===== src/rtl/display_pkg.sv =====
// Shared constants, FSM state type and BCD/segment helpers for result_display.
package display_pkg;

   localparam int DIGITS = 4;
   localparam int BCD_W  = 4 * DIGITS;

   localparam logic [6:0] SEG_0     = 7'b0000001;
   localparam logic [6:0] SEG_1     = 7'b1001111;
   localparam logic [6:0] SEG_2     = 7'b0010010;
   localparam logic [6:0] SEG_3     = 7'b0000110;
   localparam logic [6:0] SEG_4     = 7'b1001100;
   localparam logic [6:0] SEG_5     = 7'b0100100;
   localparam logic [6:0] SEG_6     = 7'b0100000;
   localparam logic [6:0] SEG_7     = 7'b0001111;
   localparam logic [6:0] SEG_8     = 7'b0000000;
   localparam logic [6:0] SEG_9     = 7'b0000100;
   localparam logic [6:0] SEG_BLANK = 7'b1111111;

   typedef enum logic [1:0] {
      IDLE  = 2'd0,
      LOAD  = 2'd1,
      SHIFT = 2'd2,
      DONE  = 2'd3
   } state_t;

   function automatic logic [6:0] seg_decode(input logic [3:0] nib);
      logic [6:0] seg;
      case (nib)
         4'd0:    seg = SEG_0;
         4'd1:    seg = SEG_1;
         4'd2:    seg = SEG_2;
         4'd3:    seg = SEG_3;
         4'd4:    seg = SEG_4;
         4'd5:    seg = SEG_5;
         4'd6:    seg = SEG_6;
         4'd7:    seg = SEG_7;
         4'd8:    seg = SEG_8;
         4'd9:    seg = SEG_9;
         default: seg = SEG_BLANK;
      endcase
      return seg;
   endfunction

   // Double-dabble correction: every nibble of 5 or more gets +3 before the shift.
   function automatic logic [BCD_W-1:0] bcd_adjust(input logic [BCD_W-1:0] bcd);
      logic [BCD_W-1:0] res;
      res = bcd;
      for (int i = 0; i < DIGITS; i++) begin
         if (res[4*i +: 4] >= 4'd5) begin
            res[4*i +: 4] = res[4*i +: 4] + 4'd3;
         end else begin
            res[4*i +: 4] = res[4*i +: 4];
         end
      end
      return res;
   endfunction

endpackage


===== src/rtl/bin2bcd_serial.sv =====
// Serial double-dabble binary-to-BCD converter: one shift per cycle, DATA_W cycles.
module bin2bcd_serial
   import display_pkg::*;
#(
   parameter int DATA_W = 8
) (
   input  logic              clk,
   input  logic              rst,
   input  logic              start,
   input  logic              abort,
   input  logic [DATA_W-1:0] bin,
   output logic              done,
   output logic [BCD_W-1:0]  bcd
);

   localparam int CNT_W = $clog2(DATA_W + 1);

   logic [DATA_W-1:0] bin_r;
   logic [BCD_W-1:0]  bcd_r;
   logic [BCD_W-1:0]  adj_s;
   logic [CNT_W-1:0]  cnt_r;
   logic              run_r;
   logic              done_r;

   // nibble correction applied to the current BCD value
   always_comb begin
      adj_s = bcd_adjust(bcd_r);
   end

   // load / shift / finish sequencing; abort drops the conversion silently
   always_ff @(posedge clk) begin
      if (rst) begin
         bin_r  <= '0;
         bcd_r  <= '0;
         cnt_r  <= '0;
         run_r  <= 1'b0;
         done_r <= 1'b0;
      end else begin
         done_r <= 1'b0;
         if (abort) begin
            run_r <= 1'b0;
            cnt_r <= '0;
         end else if (start) begin
            bin_r <= bin;
            bcd_r <= '0;
            cnt_r <= '0;
            run_r <= 1'b1;
         end else if (run_r) begin
            bcd_r <= {adj_s[BCD_W-2:0], bin_r[DATA_W-1]};
            bin_r <= {bin_r[DATA_W-2:0], 1'b0};
            if (cnt_r == CNT_W'(DATA_W - 1)) begin
               run_r  <= 1'b0;
               done_r <= 1'b1;
            end else begin
               cnt_r <= cnt_r + CNT_W'(1);
            end
         end
      end
   end

   assign done = done_r;
   assign bcd  = bcd_r;

endmodule


===== src/rtl/result_display.sv =====
// Result display back-end: button select, serial BCD conversion, 7-segment scan.
// Optional build macro LEADING_ZERO_BLANK_EN blanks leading zero digits.
module result_display
   import display_pkg::*;
#(
   parameter int DATA_W      = 8,
   parameter int REFRESH_DIV = 100000
) (
   input  logic              clk,
   input  logic              rst,
   input  logic              result_valid,
   input  logic [DATA_W-1:0] c00,
   input  logic [DATA_W-1:0] c01,
   input  logic [DATA_W-1:0] c10,
   input  logic [DATA_W-1:0] c11,
   input  logic              up_clean,
   input  logic              left_clean,
   input  logic              right_clean,
   input  logic              down_clean,
   output logic              busy,
   output logic              conv_done,
   output logic [3:0]        anode,
   output logic              a,
   output logic              b,
   output logic              c,
   output logic              d,
   output logic              e,
   output logic              f,
   output logic              g,
   output logic              dp
);

   localparam int REF_W = (REFRESH_DIV > 1) ? $clog2(REFRESH_DIV) : 1;
   localparam int IDX_W = $clog2(DIGITS);

   state_t            state_r;
   logic [3:0]        btn_r;
   logic [3:0]        btn_d_r;
   logic [3:0]        rise_s;
   logic              accept_s;
   logic [DATA_W-1:0] sel_s;
   logic              bcd_done_s;
   logic [BCD_W-1:0]  bcd_s;
   logic [BCD_W-1:0]  disp_r;
   logic              shown_r;
   logic [REF_W-1:0]  scan_cnt_r;
   logic [IDX_W-1:0]  idx_r;
   logic [IDX_W-1:0]  idx_next_s;
   logic              scan_wrap_s;
   logic              digit_blank_s;
   logic [6:0]        seg_s;

   // two-stage edge detect keeps input-to-FSM timing fully registered
   always_comb begin
      rise_s   = btn_r & ~btn_d_r;
      accept_s = result_valid && (state_r == IDLE) && (|rise_s);
   end

   // priority up > left > right > down
   always_comb begin
      if (rise_s[0]) begin
         sel_s = c00;
      end else if (rise_s[1]) begin
         sel_s = c01;
      end else if (rise_s[2]) begin
         sel_s = c10;
      end else begin
         sel_s = c11;
      end
   end

   bin2bcd_serial #(.DATA_W(DATA_W)) u_bin2bcd (
      .clk   (clk),
      .rst   (rst),
      .start (accept_s),
      .abort (~result_valid),
      .bin   (sel_s),
      .done  (bcd_done_s),
      .bcd   (bcd_s)
   );

   // control FSM with registered busy/conv_done and display latch
   always_ff @(posedge clk) begin
      if (rst) begin
         state_r   <= IDLE;
         btn_r     <= 4'b0000;
         btn_d_r   <= 4'b0000;
         disp_r    <= '0;
         shown_r   <= 1'b0;
         busy      <= 1'b0;
         conv_done <= 1'b0;
      end else begin
         btn_r     <= {down_clean, right_clean, left_clean, up_clean};
         btn_d_r   <= btn_r;
         conv_done <= 1'b0;
         if (!result_valid) begin
            state_r <= IDLE;
            shown_r <= 1'b0;
            busy    <= 1'b0;
         end else begin
            case (state_r)
               IDLE: begin
                  if (accept_s) begin
                     state_r <= LOAD;
                     busy    <= 1'b1;
                  end
               end
               LOAD: begin
                  state_r <= SHIFT;
               end
               SHIFT: begin
                  if (bcd_done_s) begin
                     state_r   <= DONE;
                     conv_done <= 1'b1;
                     disp_r    <= bcd_s;
                     shown_r   <= 1'b1;
                  end
               end
               DONE: begin
                  state_r <= IDLE;
                  busy    <= 1'b0;
               end
               default: begin
                  state_r <= IDLE;
                  busy    <= 1'b0;
               end
            endcase
         end
      end
   end

   // scan position for the coming cycle
   always_comb begin
      scan_wrap_s = (scan_cnt_r == REF_W'(REFRESH_DIV - 1));
      if (scan_wrap_s) begin
         idx_next_s = idx_r + IDX_W'(1);
      end else begin
         idx_next_s = idx_r;
      end
   end

`ifdef LEADING_ZERO_BLANK_EN
   logic [DIGITS-1:0] lead_blank_s;

   // a digit is a leading zero when it and every digit above it are zero
   always_comb begin
      lead_blank_s[3] = (disp_r[15:12] == 4'd0);
      lead_blank_s[2] = lead_blank_s[3] && (disp_r[11:8] == 4'd0);
      lead_blank_s[1] = lead_blank_s[2] && (disp_r[7:4] == 4'd0);
      lead_blank_s[0] = 1'b0;
      digit_blank_s   = lead_blank_s[idx_next_s];
   end
`else
   assign digit_blank_s = 1'b0;
`endif

   // segment pattern for the digit about to be lit
   always_comb begin
      if (!shown_r || digit_blank_s) begin
         seg_s = SEG_BLANK;
      end else begin
         seg_s = seg_decode(disp_r[4*idx_next_s +: 4]);
      end
   end

   // scan counter, registered anodes and segments
   always_ff @(posedge clk) begin
      if (rst) begin
         scan_cnt_r          <= '0;
         idx_r               <= '0;
         anode               <= 4'b1110;
         {a, b, c, d, e, f, g} <= SEG_BLANK;
      end else begin
         if (scan_wrap_s) begin
            scan_cnt_r <= '0;
         end else begin
            scan_cnt_r <= scan_cnt_r + REF_W'(1);
         end
         idx_r               <= idx_next_s;
         anode               <= ~(4'b0001 << idx_next_s);
         {a, b, c, d, e, f, g} <= seg_s;
      end
   end

   assign dp = 1'b1;

endmodule


===== config.mk =====
export PLATFORM = sky130hd
export DESIGN_NAME = result_display
export DESIGN_NICKNAME = d
export VERILOG_FILES = /design/src/rtl/display_pkg.sv /design/src/rtl/bin2bcd_serial.sv /design/src/rtl/result_display.sv
export SDC_FILE = /design/constraint.sdc
export NUM_CORES = 1
export LEC_CHECK = 0
export CORE_MARGIN = 2
export CORE_UTILIZATION = 40
export CTS_CLUSTER_DIAMETER = 30
export DETAILED_ROUTE_END_ITERATION = 12
export SYNTH_ARGS = -nofsm -noshare
export SYNTH_HDL_FRONTEND = slang
export SYNTH_HIERARCHICAL = 1
export SYNTH_SLANG_ARGS = --single-unit

===== constraint.sdc =====
create_clock -name clk -period 3.4 [get_ports clk]
set_clock_uncertainty 0.1 [all_clocks]
set_input_delay 0.85 -clock clk [delete_from_list [all_inputs] [get_ports clk]]
set_output_delay 0.85 -clock clk [all_outputs]
set_load 0.1 [all_outputs]

==> impl_metrics.env <==
export IMPL_drtAntennaViolNets=0
export IMPL_fin_cells=697
export IMPL_min_path_type="reg -> reg"
export IMPL_r2r_cells=9
export IMPL_drc=0
export IMPL_antenna_cells=0
export IMPL_cp_num_buf_inv=1
export IMPL_die_h_um=108
export IMPL_r2r_end="d"
export IMPL_path_class="reg -> reg"
export IMPL_drive_gt1_share_pct=9.80
export IMPL_clkPwrFrac_pct=35.6
export IMPL_syn_inst=509
export IMPL_drt_iter0_markers=149
export IMPL_synthSimpleGateAreaFrac_pct=22.1
export IMPL_grt_max_degree=42
export IMPL_slew_viol_final=0
export IMPL_total_power_mw=1.97
export IMPL_h_tree_depth=3
export IMPL_dieWidth_um=108
export IMPL_cp_endpoint="d"
export IMPL_synth_xor_area_share_pct=3.85
export IMPL_io_buffer_count=51
export IMPL_yosysWarnings=6
export IMPL_post_place_ws_ns=0.355
export IMPL_power_frac_comb_pct=10.0
export IMPL_fmax_mhz=331
export IMPL_p_switching_mw=0.486
export IMPL_die_area_um2=11700
export IMPL_synth_mux_area_share_pct=7.98
export IMPL_gp_congestion=0.792
export IMPL_ctsResizeCount=0
export IMPL_crit_slowest_cell="or4b_4"
export IMPL_grt_pass1_vias=3366
export IMPL_cts_hold_buf=0
export IMPL_seq_power_share_pct=54.4
export IMPL_cp_start_kind="flip-flop"
export IMPL_rsz0062_at_grt="false"
export IMPL_area_delta_synth_final_pct=18.8
export IMPL_slowest_delay_ns=0.55
export IMPL_synth_compound_area_share_pct=14.0
export IMPL_placed_cell_area_um2=4960
export IMPL_nNetsFinal=616
export IMPL_cts_tree="built"
export IMPL_max_slew_margin_pct=49.2
export IMPL_required_ns=3.54
export IMPL_seq_area_frac_synth_pct=41.2
export IMPL_row_count=37
export IMPL_overflow=0
export IMPL_antenna_found_initial=0
export IMPL_cts_buffers=9
export IMPL_ios=53
export IMPL_mappedNetlistArea_um2=4330
export IMPL_finalSetupViolCount=0
export IMPL_rr_startpoint="scan_cnt_r[5]"
export IMPL_grtUsageTotal_pct=15.7
export IMPL_worstSkewPairLatency_ns=0.36
export IMPL_path_clk_slew_ns=0.09
export IMPL_crit_cells=9
export IMPL_core_area_um2=10400
export IMPL_ys_ff_latch=89
export IMPL_drv_cap=0
export IMPL_wl_per_cell_um=12.8
export IMPL_hold_viol_final=0
export IMPL_critical_path_top_delay_family="simple AND/OR/NAND/NOR gates"
export IMPL_finalCritPeriodShare_pct=88.7
export IMPL_tightest_slew_ns=0.762
export IMPL_crit_path_end_kind="flip-flop"
export IMPL_post_drt_via_cell_ratio=5.10
export IMPL_p_sw_share_pct=24.7
export IMPL_grt_pass1_wl_mm=15.0
export IMPL_syn_nets=568
export IMPL_whs_ns=0.349
export IMPL_reg2reg_setup_slack_ns=0.38
export IMPL_internal_power_mw=1.48
export IMPL_dpl_hpwl_mm=6.56
export IMPL_utilization_pct=49.4
export IMPL_numClockSinks=89
export IMPL_worstSetupStartpoint="scan_cnt_r[5]"
export IMPL_synth_cell_type_count=50
export IMPL_path_cells="or4b_4 -> nor4_4 -> mux2i_1 -> and2_1 -> a211oi_1 -> buf_4 -> ha_1 -> mux2i_1 -> a21oi_1"
export IMPL_critPathArrivalTime_ns=3.15
export IMPL_wirelength_mm=8.91
export IMPL_avgSynthCellArea_um2=8.50
export IMPL_crit_fanout=7
export IMPL_status="completed"
export IMPL_synth_fa_ha_area_share_pct=5.78
export IMPL_final_cell_area_um2=5140
export IMPL_dr_pass1_iters=4
export IMPL_synth_top_family_by_area="simple AND/OR/NAND/NOR gates"
export IMPL_leakagePower_nw=1.91
export IMPL_power_density_nw_per_um2=383
export IMPL_synthFlopType="dfxtp_1"
export IMPL_finalSetupTns_ns=0
export IMPL_synth_edf_count=0
export IMPL_cts_buffer_depth=2
export IMPL_fin_ws_ns=0.383
export IMPL_vias=3552
export IMPL_post_cts_setup_buffer_count=0
export IMPL_synthArstFlopShare_pct=0
export IMPL_layout_min_cycle_time_ns=3.02
export IMPL_ir_drop_v=0.000193
export IMPL_path_common_cell="mux2i_1"
export IMPL_start_util_pct=41.5
export IMPL_place_inst=682
export IMPL_cts_root_buf="clkbuf_8"
==> layout by cell type, fill, tap and decap left out, drive strengths merged, types with 3 or more instances in the layout <==
| cell type | netlist | routed |
|---|---|---|
| inv | 25 | 25 |
| nand2 | 58 | 58 |
| nor2 | 51 | 51 |
| mux2 | 4 | 4 |
| o31ai | 6 | 6 |
| clkdlybuf4s50 | 0 | 37 |
| xor2 | 12 | 12 |
| nor4 | 9 | 9 |
| a21oi | 49 | 49 |
| nor2b | 14 | 14 |
| clkbuf | 23 | 9 |
| a211oi | 8 | 8 |
| or3 | 8 | 8 |
| dfxtp | 89 | 89 |
| clkinv | 0 | 3 |
| buf | 5 | 28 |
| ha | 20 | 20 |
| and3 | 8 | 8 |
| nand3 | 11 | 11 |
| o21ai | 22 | 22 |
| nand2b | 10 | 10 |
| xnor2 | 7 | 7 |
| o2bb2ai | 4 | 4 |
| nor3 | 9 | 9 |
| mux2i | 30 | 30 |
| or2 | 3 | 3 |
==> flip-flops by register name, summed over array words and instances, names as in the netlist, 2 cells and up <==
name and flops:
idx_r 2, scan_cnt_r 17, state_r 2, anode 4, disp_r 16, u_bin2bcd/cnt_r 4, btn_d_r 4, u_bin2bcd/bcd 16
btn_r 4, u_bin2bcd/bin_r 8
==> how the worst min path moves through the flow <==
stage                         end  slack [ns]  cells past startpoint           from
detailed placement  scan_cnt_r[0]        0.33                      1  scan_cnt_r[0]
global route        scan_cnt_r[0]        0.36                      1  scan_cnt_r[0]
finish              scan_cnt_r[0]        0.35                      1  scan_cnt_r[0]
CTS                 scan_cnt_r[0]        0.35                      1  scan_cnt_r[0]
global placement    scan_cnt_r[0]        0.33                      1  scan_cnt_r[0]
floorplan           scan_cnt_r[0]        0.31                      1  scan_cnt_r[0]
==> logic make-up after synthesis <==
group                    after synthesis
flip-flops                            89
AO/OA/AOI/OAI                        100
AND/OR/NAND/NOR                      193
XOR/XNOR                              19
other                                  1
buffers and inverters                 53
adder cells (fa/ha/maj)               20
multiplexers                          34
==> power by group through the flow <==
stage / combinational, mW / clock (mW) / sequential, mW
6_report: 0.197 / 0.702 / 1.07
5_1_grt: 0.217 / 0.768 / 1.07
4_1_cts: 0.200 / 0.724 / 1.07
3_5_place_dp: 0.200 / 0 / 1.09
3_3_place_gp: 0.196 / 0 / 1.09
2_1_floorplan: 0.118 / 0 / 1.10
==> cell type report <==
type	instances	area, µm²
clock buffers	9	124
well taps	136	170
clock inverters	6	60.1
repair buffers	65	578
flip-flops and latches	89	1780
inverters	25	93.8
multi-input cells	367	2330
fillers	1017	5280
==> per-layer routing <==
metal  up-vias  global-route usage [%]  share of wire (%)
met5         -                       0                  0
met4         0                    3.57               0.85
met2        68                    27.4                 47
met1      1644                    19.4                 48
met3         6                    4.10                4.0
li1       1834                       -                  -
==> Yosys cell counts (2+ instances only) <==
| cell | count | area [µm²] |
|---|---|---|
| xnor2_1 | 7 | 61.3 |
| buf_4 | 4 | 30.0 |
| nor3_1 | 9 | 45.0 |
| o31ai_1 | 6 | 45.0 |
| nor3b_1 | 2 | 15.0 |
| nand3_1 | 11 | 55.1 |
| or2_2 | 2 | 12.5 |
| inv_1 | 25 | 93.8 |
| or3_1 | 8 | 50.1 |
| and3_1 | 8 | 50.1 |
| ha_1 | 20 | 250 |
| a211oi_1 | 8 | 60.1 |
| a222oi_1 | 2 | 20.0 |
| mux2_2 | 4 | 45.0 |
| clkbuf_1 | 22 | 82.6 |
| nand2_1 | 58 | 218 |
| and2_1 | 2 | 12.5 |
| o2bb2ai_1 | 4 | 35.0 |
| a21oi_1 | 49 | 245 |
| mux2i_1 | 30 | 300 |
| nand2b_1 | 10 | 62.6 |
| nor4_1 | 8 | 50.1 |
| o21ai_0 | 19 | 95.1 |
| dfxtp_1 | 89 | 1780 |
| nor2_1 | 51 | 191 |
| o21ai_1 | 3 | 15.0 |
| xor2_1 | 12 | 105 |
| nor2b_1 | 14 | 87.6 |
==> worst register-to-register path, delay by kind of cell (launching register included) <==
| family | cells | cell delay [ns] |
|---|---|---|
| AO/OA/AOI/OAI | 2 | 0.13 |
| adder cells (fa/ha/maj) | 1 | 0.30 |
| buffers and inverters | 1 | 0.17 |
| flip-flops | 1 | 0.35 |
| multiplexers | 2 | 0.54 |
| AND/OR/NAND/NOR | 3 | 1.30 |
(Power assumes the default switching activity.)
